## config.mk

```make
export PLATFORM = sky130hd
export DESIGN_NAME = dense1_ctrl
export DESIGN_NICKNAME = d
export VERILOG_FILES = /design/src/rtl/dense1_ctrl.sv
export SDC_FILE = /design/constraint.sdc
export NUM_CORES = 1
export LEC_CHECK = 0
export BUFFER_PORTS_ARGS = -buffer_cell sky130_fd_sc_hd__clkbuf_2
export CAP_MARGIN = 30
export CORE_AREA = 2 2 89 91
export CTS_CLUSTER_SIZE = 10
export DETAILED_ROUTE_END_ITERATION = 16
export DIE_AREA = 0 0 91 93
export HOLD_SLACK_MARGIN = 0.12
export PLACE_DENSITY = 0.84
export RECOVER_POWER = 25
export REMOVE_ABC_BUFFERS = 1
export SLEW_MARGIN = 15
export SYNTH_ARGS = -nofsm -noshare
export SYNTH_HDL_FRONTEND = slang
export SYNTH_SLANG_ARGS = --single-unit
```

## constraint.sdc

```tcl
create_clock -name clk -period 2.2 [get_ports clk]
set_clock_uncertainty 0.1 [all_clocks]
set_input_delay 0.22 -clock clk [delete_from_list [all_inputs] [get_ports clk]]
set_output_delay 0.22 -clock clk [all_outputs]
set_load 0.01 [all_outputs]
```

## src/rtl/dense1_ctrl.sv

```systemverilog
// -----------------------------------------------------------------------------
// dense1_ctrl
//
// Frame sequencer for the dense1 fully-connected stage. On an accepted start it
// reads N_IN signed 16-bit features from the flattened-feature buffer and
// streams them into dense1 as one framed burst. In parallel it collects the
// N_OUT framed sigmoid results into the result buffer. Completion, result
// length errors and idle timeouts are reported to the layer scheduler.
//
// Ports
//   clk, rst_n          clock, asynchronous active-low reset
//   start               single-cycle request, honoured only in IDLE
//   busy, done          busy from the cycle after start through DONE; done pulse
//   err_len             sticky: result frame length differed from N_OUT
//   err_timeout         sticky: TIMEOUT cycles passed without a result beat
//   mem_rd_en/mem_addr  feature buffer read port
//   mem_rdata           feature data, valid one cycle after mem_rd_en
//   ena, frame_start_in, frame_end_in, dense_input
//                       framed element stream into dense1
//   valid, frame_start_out, frame_end_out, dense_sigmoid_out
//                       framed result stream from dense1
//   out_wr_en/out_addr/out_data
//                       result buffer write port
//
// state  | meaning
// -------+---------------------------------------------------------------
// IDLE   | waiting for start
// FETCH  | issuing N_IN feature reads, addr 0..N_IN-1
// DRAIN  | reads done, waiting for the last element to leave the feed pipe
// WAIT   | element stream complete, waiting for the result frame to close
// DONE   | one-cycle done pulse, then back to IDLE
// -----------------------------------------------------------------------------
module dense1_ctrl #(
  parameter int N_IN    = 64,
  parameter int N_OUT   = 10,
  parameter int TIMEOUT = 4096,
  parameter int AW_IN   = $clog2(N_IN),
  parameter int AW_OUT  = $clog2(N_OUT)
) (
  input  logic              clk,
  input  logic              rst_n,
  input  logic              start,
  output logic              busy,
  output logic              done,
  output logic              err_len,
  output logic              err_timeout,
  output logic              mem_rd_en,
  output logic [AW_IN-1:0]  mem_addr,
  input  logic [15:0]       mem_rdata,
  output logic              ena,
  output logic              frame_start_in,
  output logic              frame_end_in,
  output logic [15:0]       dense_input,
  input  logic              valid,
  input  logic              frame_start_out,
  input  logic              frame_end_out,
  input  logic [15:0]       dense_sigmoid_out,
  output logic              out_wr_en,
  output logic [AW_OUT-1:0] out_addr,
  output logic [15:0]       out_data
);

  // Result count can run past N_OUT on long frames, so it needs one value more
  // than the address space.
  localparam int CW = $clog2(N_OUT + 1);
  localparam int TW = $clog2(TIMEOUT + 1);

  typedef enum logic [2:0] {
    S_IDLE,
    S_FETCH,
    S_DRAIN,
    S_WAIT,
    S_DONE
  } state_t;

  state_t           state;
  state_t           state_nxt;

  logic             start_acc;
  logic             active;
  logic             last_addr;
  logic             to_fire;

  logic             rd_d1;
  logic [AW_IN-1:0] addr_d1;
  logic             fed_last;

  logic [TW-1:0]    tcnt;

  logic             armed;
  logic             closed;
  logic [CW-1:0]    count;

  assign start_acc = (state == S_IDLE) && start;
  assign active    = (state == S_FETCH) || (state == S_DRAIN) || (state == S_WAIT);
  assign last_addr = (mem_addr == AW_IN'(N_IN - 1));

  // Fires on the cycle whose idle increment would bring the counter to TIMEOUT,
  // so DONE lands exactly TIMEOUT cycles after the last clear.
  assign to_fire = active && !valid && (tcnt == TW'(TIMEOUT - 1));

  assign busy = (state != S_IDLE);
  assign done = (state == S_DONE);

  // ---------------------------------------------------------------------------
  // FSM
  // ---------------------------------------------------------------------------
  always_ff @(posedge clk or negedge rst_n) begin
    if (!rst_n) begin
      state <= S_IDLE;
    end else begin
      state <= state_nxt;
    end
  end

  always_comb begin
    state_nxt = state;
    case (state)
      S_IDLE:  if (start) state_nxt = S_FETCH;
      S_FETCH: if (last_addr) state_nxt = S_DRAIN;
      // fed_last trails the final ena by one cycle; a frame that already closed
      // skips WAIT entirely.
      S_DRAIN: if (fed_last) state_nxt = closed ? S_DONE : S_WAIT;
      S_WAIT:  if (closed) state_nxt = S_DONE;
      S_DONE:  state_nxt = S_IDLE;
      default: state_nxt = S_IDLE;
    endcase
    if (to_fire) state_nxt = S_DONE;
  end

  // ---------------------------------------------------------------------------
  // Feature read address generator
  // ---------------------------------------------------------------------------
  always_ff @(posedge clk or negedge rst_n) begin
    if (!rst_n) begin
      mem_rd_en <= 1'b0;
      mem_addr  <= '0;
    end else if (start_acc) begin
      mem_rd_en <= 1'b1;
      mem_addr  <= '0;
    end else if (state == S_FETCH) begin
      if (last_addr || to_fire) begin
        mem_rd_en <= 1'b0;
        mem_addr  <= '0;
      end else begin
        mem_addr  <= mem_addr + AW_IN'(1);
      end
    end
  end

  // ---------------------------------------------------------------------------
  // Feed pipeline: read strobe -> data returns next cycle -> registered out.
  // A timeout flushes everything in flight so ena drops at once.
  // ---------------------------------------------------------------------------
  always_ff @(posedge clk or negedge rst_n) begin
    if (!rst_n) begin
      rd_d1          <= 1'b0;
      addr_d1        <= '0;
      ena            <= 1'b0;
      frame_start_in <= 1'b0;
      frame_end_in   <= 1'b0;
      dense_input    <= '0;
      fed_last       <= 1'b0;
    end else begin
      rd_d1    <= mem_rd_en && !to_fire;
      addr_d1  <= mem_addr;
      fed_last <= ena && frame_end_in && !to_fire;
      if (rd_d1 && !to_fire) begin
        ena            <= 1'b1;
        dense_input    <= mem_rdata;
        frame_start_in <= (addr_d1 == '0);
        frame_end_in   <= (addr_d1 == AW_IN'(N_IN - 1));
      end else begin
        ena            <= 1'b0;
        frame_start_in <= 1'b0;
        frame_end_in   <= 1'b0;
      end
    end
  end

  // ---------------------------------------------------------------------------
  // Idle timeout: cleared by start and by every result beat.
  // ---------------------------------------------------------------------------
  always_ff @(posedge clk or negedge rst_n) begin
    if (!rst_n) begin
      tcnt        <= '0;
      err_timeout <= 1'b0;
    end else if (start_acc) begin
      tcnt        <= '0;
      err_timeout <= 1'b0;
    end else if (active) begin
      tcnt <= valid ? '0 : tcnt + TW'(1);
      if (to_fire) err_timeout <= 1'b1;
    end
  end

  // ---------------------------------------------------------------------------
  // Result collector. Runs throughout FETCH/DRAIN/WAIT since dense1 may answer
  // before the input burst has finished. Once the frame closes, later beats
  // are ignored.
  // ---------------------------------------------------------------------------
  always_ff @(posedge clk or negedge rst_n) begin
    if (!rst_n) begin
      armed     <= 1'b0;
      closed    <= 1'b0;
      count     <= '0;
      err_len   <= 1'b0;
      out_wr_en <= 1'b0;
      out_addr  <= '0;
      out_data  <= '0;
    end else begin
      out_wr_en <= 1'b0;
      if (start_acc) begin
        armed   <= 1'b0;
        closed  <= 1'b0;
        count   <= '0;
        err_len <= 1'b0;
      end else if (active && valid && !closed) begin
        if (frame_start_out) begin
          // A restart while armed is a length fault; a start+end beat is a
          // one-element frame and therefore always too short.
          if (armed || frame_end_out) err_len <= 1'b1;
          armed     <= 1'b1;
          count     <= CW'(1);
          out_wr_en <= 1'b1;
          out_addr  <= '0;
          out_data  <= dense_sigmoid_out;
          if (frame_end_out) closed <= 1'b1;
        end else if (armed) begin
          if (count < CW'(N_OUT)) begin
            out_wr_en <= 1'b1;
            out_addr  <= count[AW_OUT-1:0];
            out_data  <= dense_sigmoid_out;
            count     <= count + CW'(1);
            if (frame_end_out && (count != CW'(N_OUT - 1))) err_len <= 1'b1;
          end else begin
            err_len <= 1'b1;
          end
          if (frame_end_out) closed <= 1'b1;
        end
      end
    end
  end

endmodule

```

==> impl_metrics.csv, run 1 <==
group,metric,value,unit
status,outcome,"complete, no violations",
critical_path,path_max_fanout,17,
cells_and_area,areaGrowthSynthToFinish,31.52,%
critical_path,criticalPathCategory,"reg -> reg",
min_path,min_to,"closed$_DFFE_PN0P_",
cells_and_area,fin_util,0.6014,
critical_path,critPathArrivalTime,2230,ps
placement,io_buffers,88,
clock_tree,clk_pin_slew,80,ps
clock_tree,cts_max_level,3,
critical_path,cp_slowest_cell,"or4_4",
synthesis,async_flop_share,1.000,
drt,drt-pass1-iter-count,4,
floorplanning,die_h,93,um
cells_and_area,diodes,0,
clock_tree,clockBufferDepth,2,
min_path,hold_depth,4,
drt,ant_nets,0,
floorplanning,rows,32,
clock_tree,cts-resized-gates,0,
synthesis,synthMuxAreaShare,0.06216,
cells_and_area,fillers,531,
sta,hold_viol,0,
synthesis,yosysUniqueCellTypes,45,
clock_tree,clock-root-buffer,"clkbuf_8",
drt,wl,9160,um
sta,rsz0062_at_grt,"no",
grt,grt-ovfl-total,0,
placement,place.gp.congestion,0.7917,
synthesis,synth-compound-area-share,0.09960,
sta,tightest_slew,938.9,ps
floorplanning,core,7527,sq um
clock_tree,cts_buffers,9,
critical_path,required,2330,ps
synthesis,syn_avg_cell_area,10.37,sq um
critical_path,worstSetupEndpointType,"flop",
grt,grt_pass1_wl,15280,um
grt,antenna_found_initial,0,
sta,fmax,474.4,MHz
min_path,hold_class,"in -> reg",
power,irDropWorstVdd,0.3524,mV
placement,dp.final_hpwl,5433,um
synthesis,synthXorXnorAreaFrac,0,
power,p_leak,2.252,nW
sta,drv_slew,0,
power,power_density,1125,nW/um^2
synthesis,yosysWarnings,0,
floorplanning,die_area,8463,sq um
synthesis,synth_area,3442,sq um
critical_path,worstPathCellList,"and3_1, nand2_1, or4_4, nand2_8, inv_6, mux2_4",
clock_tree,clock-sinks,79,
cells_and_area,layout.nets,503,
critical_path,timing.rr.end,"dense_input[15]$_DFFE_PN0P_",
drt,viasPerCell,5.296,
cells_and_area,layout-drive-gt1-share,0.2983,
grt,grt_pass1_vias,2969,
min_path,min_from,"frame_end_out",
critical_path,cpPeakStageDelay,590,ps
synthesis,synthSimpleGateAreaFrac,0.2101,
floorplanning,pin_count,89,
critical_path,start_kind,"flop",
floorplanning,initial_utilization,0.4573,
drt,num_vias,3008,
synthesis,netlist_instances,332,
cells_and_area,multiInputGateArea,1330,sq um
synthesis,synth-seq-cells,79,
critical_path,r2r_cells,6,
sta,fin_hold_ws,186.1,ps
placement,dp_slack,138.6,ps
clock_tree,cts_tree,"yes",
sta,finalCritPeriodShare,0.9581,
flow_run,drv_cap,0,
synthesis,synth_ff_type,"dfrtp_1",
drt,drt_iter0_drc,242,
synthesis,synth_top_family_by_area,"simple AND/OR/NAND/NOR gates",
cells_and_area,final_common_cell,"clkbuf_2",
grt,grtUsageTotal,0.2309,
cells_and_area,regArea,1977,sq um
sta,setup_tns,0,ps
sta,setup_ws,92.19,ps
sta,min_period,2108,ps
synthesis,yosysSeqAreaShare,0.5743,
synthesis,yosys.area_share.adder,0.01454,
critical_path,rrSetupSlack,90,ps
clock_tree,clk-insertion-delay-late,340,ps
power,p_total,5.092,mW
drt,wl_per_cell,16.13,um
critical_path,r2r-start,"tcnt[8]$_DFFE_PN0P_",
grt,grt_max_degree,73,
sta,slew_headroom,0.3741,
synthesis,synth_edf_count,0,
sta,setup_viol,0,
drt,drc,0,
floorplanning,die_w,91,um
cells_and_area,mostFrequentLayoutCells,"clkbuf_2 (87), dfrtp_1 (79), nand2_1 (70)",
## synthesized netlist by cell type, types with 3 or more instances
| master | instances | area [sq um] |
|---|---|---|
| nand4_1 | 9 | 56.30 |
| mux2_2 | 7 | 78.83 |
| and2_1 | 3 | 18.77 |
| o21ai_0 | 30 | 150.1 |
| mux2_4 | 9 | 135.1 |
| nand2_1 | 70 | 262.8 |
| nor3b_1 | 3 | 22.52 |
| inv_1 | 6 | 22.52 |
| o31ai_1 | 3 | 22.52 |
| nor3_1 | 8 | 40.04 |
| a31oi_1 | 6 | 37.54 |
| nor2_1 | 19 | 71.32 |
| and3_1 | 7 | 43.79 |
| nor4_1 | 3 | 18.77 |
| or3_1 | 3 | 18.77 |
| nand3_1 | 6 | 30.03 |
| dfrtp_1 | 79 | 1977 |
| ha_1 | 4 | 50.05 |
| a21oi_1 | 14 | 70.07 |
| clkbuf_1 | 12 | 45.04 |
## where the power goes
part	leakage, nW	internal, mW	total, mW	switching, mW
Clock	0.0829	0.415	0.941	0.526
Combinational	1.19	0.795	1.80	1.01
Sequential	0.978	1.94	2.35	0.409
Total	2.25	3.15	5.09	1.94
## repair_timing
| action | 4_1_cts | 5_1_grt |
|---|---|---|
| hold endpoints to repair | 113 | 0 |
| setup buffers | 0 | 0 |
| hold buffers | 35 | 0 |
## per-layer routing
| metal | up-vias | share of wire | GRT usage |
|---|---|---|---|
| li1 | 1413 | - | - |
| met1 | 1437 | 0.40 | 0.2859 |
| met2 | 134 | 0.51 | 0.3957 |
| met3 | 24 | 0.069 | 0.05641 |
| met4 | 0 | 0.023 | 0.08333 |
| met5 | - | 0 | 0 |
## sequential cells by signal, indices dropped and copies added (netlist names)
signal          cells
frame_start_in      1
fed_last            1
out_data           16
rd_d1               1
closed              1
addr_d1             6
count               4
err_len             1
out_addr            4
armed               1
mem_rd_en           1
state               3
dense_input        16
frame_end_in        1
err_timeout         1
mem_addr            6
out_wr_en           1
tcnt               13
ena                 1
## cell type report
class                           instances  share of cell area
Clock buffer                           10             0.02819
Multi-Input combinational cell        228              0.2938
Timing Repair Buffer                  136              0.1960
Sequential cell                        79              0.4367
Tap cell                              102             0.02819
Inverter                                7            0.006910
Clock inverter                          6             0.01023
## how the worst max path moves through the flow
stage,startpoint,end,slack [ps],cells after the start
floorplan,state[1]$_DFFE_PN0P_,count[3]$_DFFE_PN0P_,-280,6
global placement,state[2]$_DFFE_PN0P_,dense_input[14]$_DFFE_PN0P_,190,5
detailed placement,tcnt[8]$_DFFE_PN0P_,dense_input[7]$_DFFE_PN0P_,140,6
CTS,tcnt[8]$_DFFE_PN0P_,dense_input[7]$_DFFE_PN0P_,110,6
global route,state[2]$_DFFE_PN0P_,out_data[14]$_DFFE_PN0P_,9,7
finish,tcnt[8]$_DFFE_PN0P_,dense_input[15]$_DFFE_PN0P_,90,6
## worst max-delay path: cells and delay by family, from the launching register on
| family | cells | cell delay (ps) |
|---|---|---|
| mux | 1 | 310 |
| flops | 1 | 450 |
| simple gates | 4 | 1040 |
| buf+inv | 1 | 80 |
## cell families (layout without fill, tap and decap cells)
group / after synthesis / count (layout)
mux: 16 / 16
buf+inv: 25 / 159
flops: 79 / 79
fa+ha+maj: 4 / 4
simple gates: 147 / 147
compound gates: 61 / 61
## per-stage QoR
| step | area (sq um) | cells |
|---|---|---|
| finish | 4527 | 568 |
| global route | 4527 | 568 |
| CTS | 4543 | 568 |
| detailed placement | 4019 | 517 |
| global placement | 4019 | 517 |
| floorplan | 3338 | 314 |
No activity file was read; power rests on OpenSTA's default activity.
==> inputs of run 2 (changes only) <==
==> constraint.sdc (replaced) <==
create_clock -name clk -period 2.2 [get_ports clk]
set_clock_uncertainty 0.1 [all_clocks]
set_input_delay 0.11 -clock clk [delete_from_list [all_inputs] [get_ports clk]]
set_output_delay 0.11 -clock clk [all_outputs]
set_load 0.01 [all_outputs]
==> run 2 against run 1 <==
  * Combinational power barely moved
  * Clock power rose by 11%
  * Core utilization rose by 0.43 points
  * Die area did not move
  * Register-to-register slack barely moved
  * Hold slack got worse by 20 ps
  * Final area rose by 0.72%
  * Critical path depth fell by 1
  * Power rose by 2.8%
  * First-iteration DRC count fell by 2.5%
  * Final cell count rose by 0.18%
  * Sequential power barely moved
  * Highest routed layer unchanged
==> impl_metrics.csv, run 2 (synthesized netlist as in run 1, its figures left out) <==
group,metric,value,unit
cells_and_area,fillers,551,
sta,rsz0062_at_grt,"no",
critical_path,criticalPathCategory,"reg -> reg",
critical_path,start_kind,"flop",
clock_tree,cts_max_level,3,
floorplanning,die_h,93,um
power,irDropWorstVdd,0.3788,mV
power,p_total,5.234,mW
sta,slew_headroom,0.3486,
placement,io_buffers,88,
placement,dp_cells,517,
grt,grt_pass1_vias,3037,
drt,wl,9544,um
sta,fin_hold_ws,166.3,ps
placement,dp.final_hpwl,5506,um
critical_path,r2r-start,"state[2]$_DFFE_PN0P_",
sta,tightest_slew,977.1,ps
drt,drc,0,
floorplanning,die_area,8463,sq um
sta,setup_viol,0,
floorplanning,pin_count,89,
power,power_density,1148,nW/um^2
sta,finalCritPeriodShare,0.9599,
drt,wl_per_cell,16.77,um
grt,antenna_found_initial,0,
flow_run,drv_cap,0,
min_path,hold_class,"in -> reg",
sta,hold_viol,0,
sta,fmax,473.6,MHz
sta,min_period,2112,ps
clock_tree,clock-root-buffer,"clkbuf_8",
cells_and_area,diodes,0,
cells_and_area,layout.nets,504,
floorplanning,rows,32,
drt,drt-pass1-iter-count,5,
clock_tree,clockBufferDepth,2,
floorplanning,initial_utilization,0.4573,
clock_tree,clk-insertion-delay-late,360,ps
critical_path,cp-startpoint,"state[2]$_DFFE_PN0P_",
cells_and_area,layout-drive-gt1-share,0.3062,
floorplanning,core,7527,sq um
critical_path,worstSetupEndpointType,"flop",
sta,drv_slew,0,
cells_and_area,final_common_cell,"clkbuf_2",
drt,drt_iter0_drc,236,
cells_and_area,final_cells,569,
grt,grtUsageTotal,0.2339,
cells_and_area,reg.largest.list,"dense_input: 16 flops, out_data: 16 flops, tcnt: 13 flops",
drt,ant_nets,0,
sta,setup_tns,0,ps
power,p_leak,2.267,nW
clock_tree,cts_tree,"yes",
cells_and_area,areaGrowthSynthToFinish,32.46,%
critical_path,path_max_fanout,17,
status,outcome,"complete, no violations",
clock_tree,cts_buffers,9,
min_path,min_from,"valid",
grt,grt_pass1_wl,15460,um
grt,grt-ovfl-total,0,
critical_path,required,2350,ps
floorplanning,die_w,91,um
drt,viasPerCell,5.432,
grt,grt_max_degree,42,
clock_tree,clock-sinks,79,
placement,place.gp.congestion,0.7565,
drt,num_vias,3091,
critical_path,critPathArrivalTime,2260,ps
clock_tree,clk_pin_slew,90,ps
cells_and_area,mostFrequentLayoutCells,"clkbuf_2 (88), dfrtp_1 (78), nand2_1 (70)",
-- run 2: path summary, 6_finish.rpt --
path,end,slack (ps),depth (start not counted)
min in group asynchronous,dense_input[12]$_DFFE_PN0P_,350,2
max,dense_input[8]$_DFFE_PN0P_,90,5
min,tcnt[4]$_DFFE_PN0P_,170,5
min reg2reg,frame_start_in$_DFF_PN0_,320,1
max reg2reg,dense_input[8]$_DFFE_PN0P_,90,5
max in group asynchronous,tcnt[8]$_DFFE_PN0P_,480,3
-- run 2: where the power goes --
part | total, mW | internal (mW) | switching (mW) | leakage (nW)
combinational | 1.83 | 0.797 | 1.03 | 1.20
sequential | 2.37 | 1.94 | 0.430 | 0.976
clock | 1.04 | 0.456 | 0.584 | 0.0903
-- run 2: through the flow --
| stage | setup slack [ps] | util | area (sq um) |
|---|---|---|---|
| after CTS | 78.21 | 0.6067 | 4567 |
| after global placement | 173.8 | 0.5339 | 4019 |
| after floorplan | -279.3 | - | 3338 |
| after detailed placement | 97.35 | 0.5339 | 4019 |
| after global routing | 33.45 | 0.6057 | 4559 |
| final | 88.33 | 0.6057 | 4559 |
-- run 2: area by class of cell --
class                   count  area (sq um)  share of cell area
well taps                 102         127.6             0.02799
repair buffers            137         898.4              0.1970
inverters                   7         31.28            0.006861
clock buffers              10         137.6             0.03019
clock inverters             6         50.05             0.01098
flip-flops and latches     79          1978              0.4339
multi-input cells         228          1336              0.2931
-- run 2: worst max-delay path, cell delays in order (launching register included) --
cell	delay, ps
dfrtp_1	430
or3_4	400
or4_4	570
nand2_8	110
inv_6	80
mux2_4	310
-- run 2: metal layers --
layer  share of wire  wire length (um)  global-route usage  vias up
met5               0                 0                   0        -
met4           0.026               252             0.09596        0
met3           0.082               782             0.07575       30
met2            0.50              4757              0.4000      160
met1            0.39              3753              0.2731     1482
li1                -                 -                   -     1419
-- run 2: what timing repair did --
action,in CTS,in global routing
buffers inserted,0,0
hold buffers,36,0
hold endpoints to repair,123,0
setup endpoints to repair,0,11
resized for setup,0,2
==> inputs of run 3 (changes only) <==
--- a/config.mk
+++ b/config.mk
@@ -5,6 +5,7 @@
 export SDC_FILE = /design/constraint.sdc
 export NUM_CORES = 1
 export LEC_CHECK = 0
+export ABC_CLOCK_PERIOD_IN_PS = 2200
 export BUFFER_PORTS_ARGS = -buffer_cell sky130_fd_sc_hd__clkbuf_2
 export CAP_MARGIN = 30
 export CORE_AREA = 2 2 89 91
@@ -12,7 +13,7 @@
 export DETAILED_ROUTE_END_ITERATION = 16
 export DIE_AREA = 0 0 91 93
 export HOLD_SLACK_MARGIN = 0.12
-export PLACE_DENSITY = 0.84
+export PLACE_DENSITY_LB_ADDON = 0.08
 export RECOVER_POWER = 25
 export REMOVE_ABC_BUFFERS = 1
 export SLEW_MARGIN = 15
==> run 3 against run 2 <==
  * Combinational power is 5% lower
  * Largest power group unchanged
  * Final area is 1.1% higher
  * First-iteration DRC count is 50% lower
  * Flip-flop and latch count stayed put
  * Non-clock buffer count is 2 higher
  * Sequential share of layout area is 0.50 points lower
  * Die area stayed put
  * Highest routed layer unchanged
  * Count of clock-buffer cells in the layout stayed put
  * Core utilization is 0.66 points higher
==> impl_metrics.csv, run 3 (synthesized netlist as in run 1, its figures left out) <==
group,metric,value,unit
status,outcome,"complete, no violations",
floorplanning,pin_count,89,
sta,rsz0062_at_grt,"no",
critical_path,worstSetupEndpointType,"flop",
placement,dp_slack,162.8,ps
sta,min_period,2051,ps
placement,place.gp.congestion,0.7803,
drt,ant_nets,0,
clock_tree,cts_setup_buffers,0,
drt,num_vias,2863,
power,power_density,1138,nW/um^2
clock_tree,clockBufferDepth,2,
critical_path,critPathArrivalTime,2180,ps
drt,viasPerCell,5.014,
sta,setup_viol,0,
floorplanning,rows,32,
clock_tree,clock-root-buffer,"clkbuf_8",
cells_and_area,areaGrowthSynthToFinish,33.91,%
clock_tree,cts-resized-gates,0,
floorplanning,die_h,93,um
grt,top_usage_layer,"met2",
critical_path,start_kind,"flop",
grt,grt-ovfl-total,0,
cells_and_area,layout.nets,506,
flow_run,drv_cap,0,
placement,placedInstanceArea,4034,sq um
clock_tree,cts_buffers,9,
critical_path,criticalPathCategory,"reg -> reg",
floorplanning,core,7527,sq um
cells_and_area,final_common_cell,"clkbuf_2",
sta,fin_hold_ws,153.1,ps
critical_path,path_max_fanout,17,
sta,fmax,487.5,MHz
cells_and_area,fin_util,0.6124,
clock_tree,holdBufCountCts,36,
grt,grtUsageTotal,0.1866,
sta,setup_ws,148.6,ps
sta,drv_slew,0,
clock_tree,cts_max_level,3,
grt,grtUsageMet2,0.2901,
sta,hold_viol,0,
sta,finalCritPeriodShare,0.9325,
power,irDropWorstVdd,0.5213,mV
min_path,hold_class,"in -> reg",
cells_and_area,final_cells,571,
floorplanning,die_area,8463,sq um
drt,wl_per_cell,13.20,um
grt,grt_pass1_wl,12550,um
placement,dp.final_hpwl,5106,um
grt,grt_pass1_vias,2686,
clock_tree,clk-insertion-delay-late,350,ps
cells_and_area,design_area,4609,sq um
cells_and_area,diodes,0,
grt,antenna_found_initial,0,
drt,drc,0,
clock_tree,clock-sinks,79,
floorplanning,die_w,91,um
cells_and_area,layout-drive-gt1-share,0.3049,
cells_and_area,mostFrequentLayoutCells,"clkbuf_2 (88), dfrtp_1 (79), nand2_1 (70)",
grt,use_met1,0.2556,
placement,dp_cells,519,
power,p_total,5.244,mW
clock_tree,clk_pin_slew,80,ps
critical_path,rrSetupSlack,150,ps
sta,tightest_slew,950.0,ps
grt,grt_max_degree,43,
clock_tree,cts_tree,"yes",
drt,wl,7539,um
cells_and_area,fillers,679,
drt,drt_iter0_drc,118,
drt,drt-pass1-iter-count,4,
sta,setup_tns,0,ps
grt,met3_usage,0.04512,
critical_path,required,2330,ps
placement,io_buffers,88,
power,p_leak,2.296,nW
floorplanning,initial_utilization,0.4573,
cells_and_area,reg.largest.list,"dense_input: 16 flops, out_data: 16 flops, tcnt: 13 flops",
sta,slew_headroom,0.3667,
-- run 3: cell types whose count changed in the layout (fill, tap and decap cells not counted), sizes merged --
| cell | previous run | this run |
|---|---|---|
| clkinv | 0 | 1 |
| inv | 11 | 8 |
| buf | 12 | 14 |
| bufinv | 0 | 2 |
-- run 3: power by group --
part	internal [mW]	switching [mW]	leakage, nW
combinational	0.805	0.925	1.21
sequential	1.94	0.363	0.978
clock	0.675	0.539	0.109
-- run 3: cell type report --
| cell class | instances | area [sq um] | share of cell area |
|---|---|---|---|
| Clock buffer | 10 | 137.6 | 0.02986 |
| Clock inverter | 6 | 92.59 | 0.02009 |
| Inverter | 7 | 31.28 | 0.006786 |
| Multi-Input combinational cell | 228 | 1330 | 0.2885 |
| Sequential cell | 79 | 1977 | 0.4289 |
| Tap cell | 102 | 127.6 | 0.02769 |
| Timing Repair Buffer | 139 | 913.4 | 0.1982 |
-- run 3: path summary, 6_finish.rpt --
check,from,to,cells past startpoint
worst max-delay path,tcnt[8]$_DFFE_PN0P_,dense_input[14]$_DFFE_PN0P_,6
worst min-delay path,valid,tcnt[4]$_DFFE_PN0P_,5
worst max register to register,tcnt[8]$_DFFE_PN0P_,dense_input[14]$_DFFE_PN0P_,6
worst min register to register,addr_d1[4]$_DFF_PN0_,frame_start_in$_DFF_PN0_,1
max in group asynchronous,rst_n,out_data[14]$_DFFE_PN0P_,3
min in group asynchronous,rst_n,out_data[9]$_DFFE_PN0P_,2
-- run 3: metal layers --
metal	part of all wire	routed length, um
met1	0.48	3622
met2	0.46	3454
met3	0.048	364
met4	0.013	97
met5	0	0
-- run 3: critical path, stage by stage, from the launching register on --
cell and delay, ps:
dfrtp_1 440, and3_1 220, nand2_1 100, or4_4 590
nand2_8 110, inv_6 80, mux2_4 300
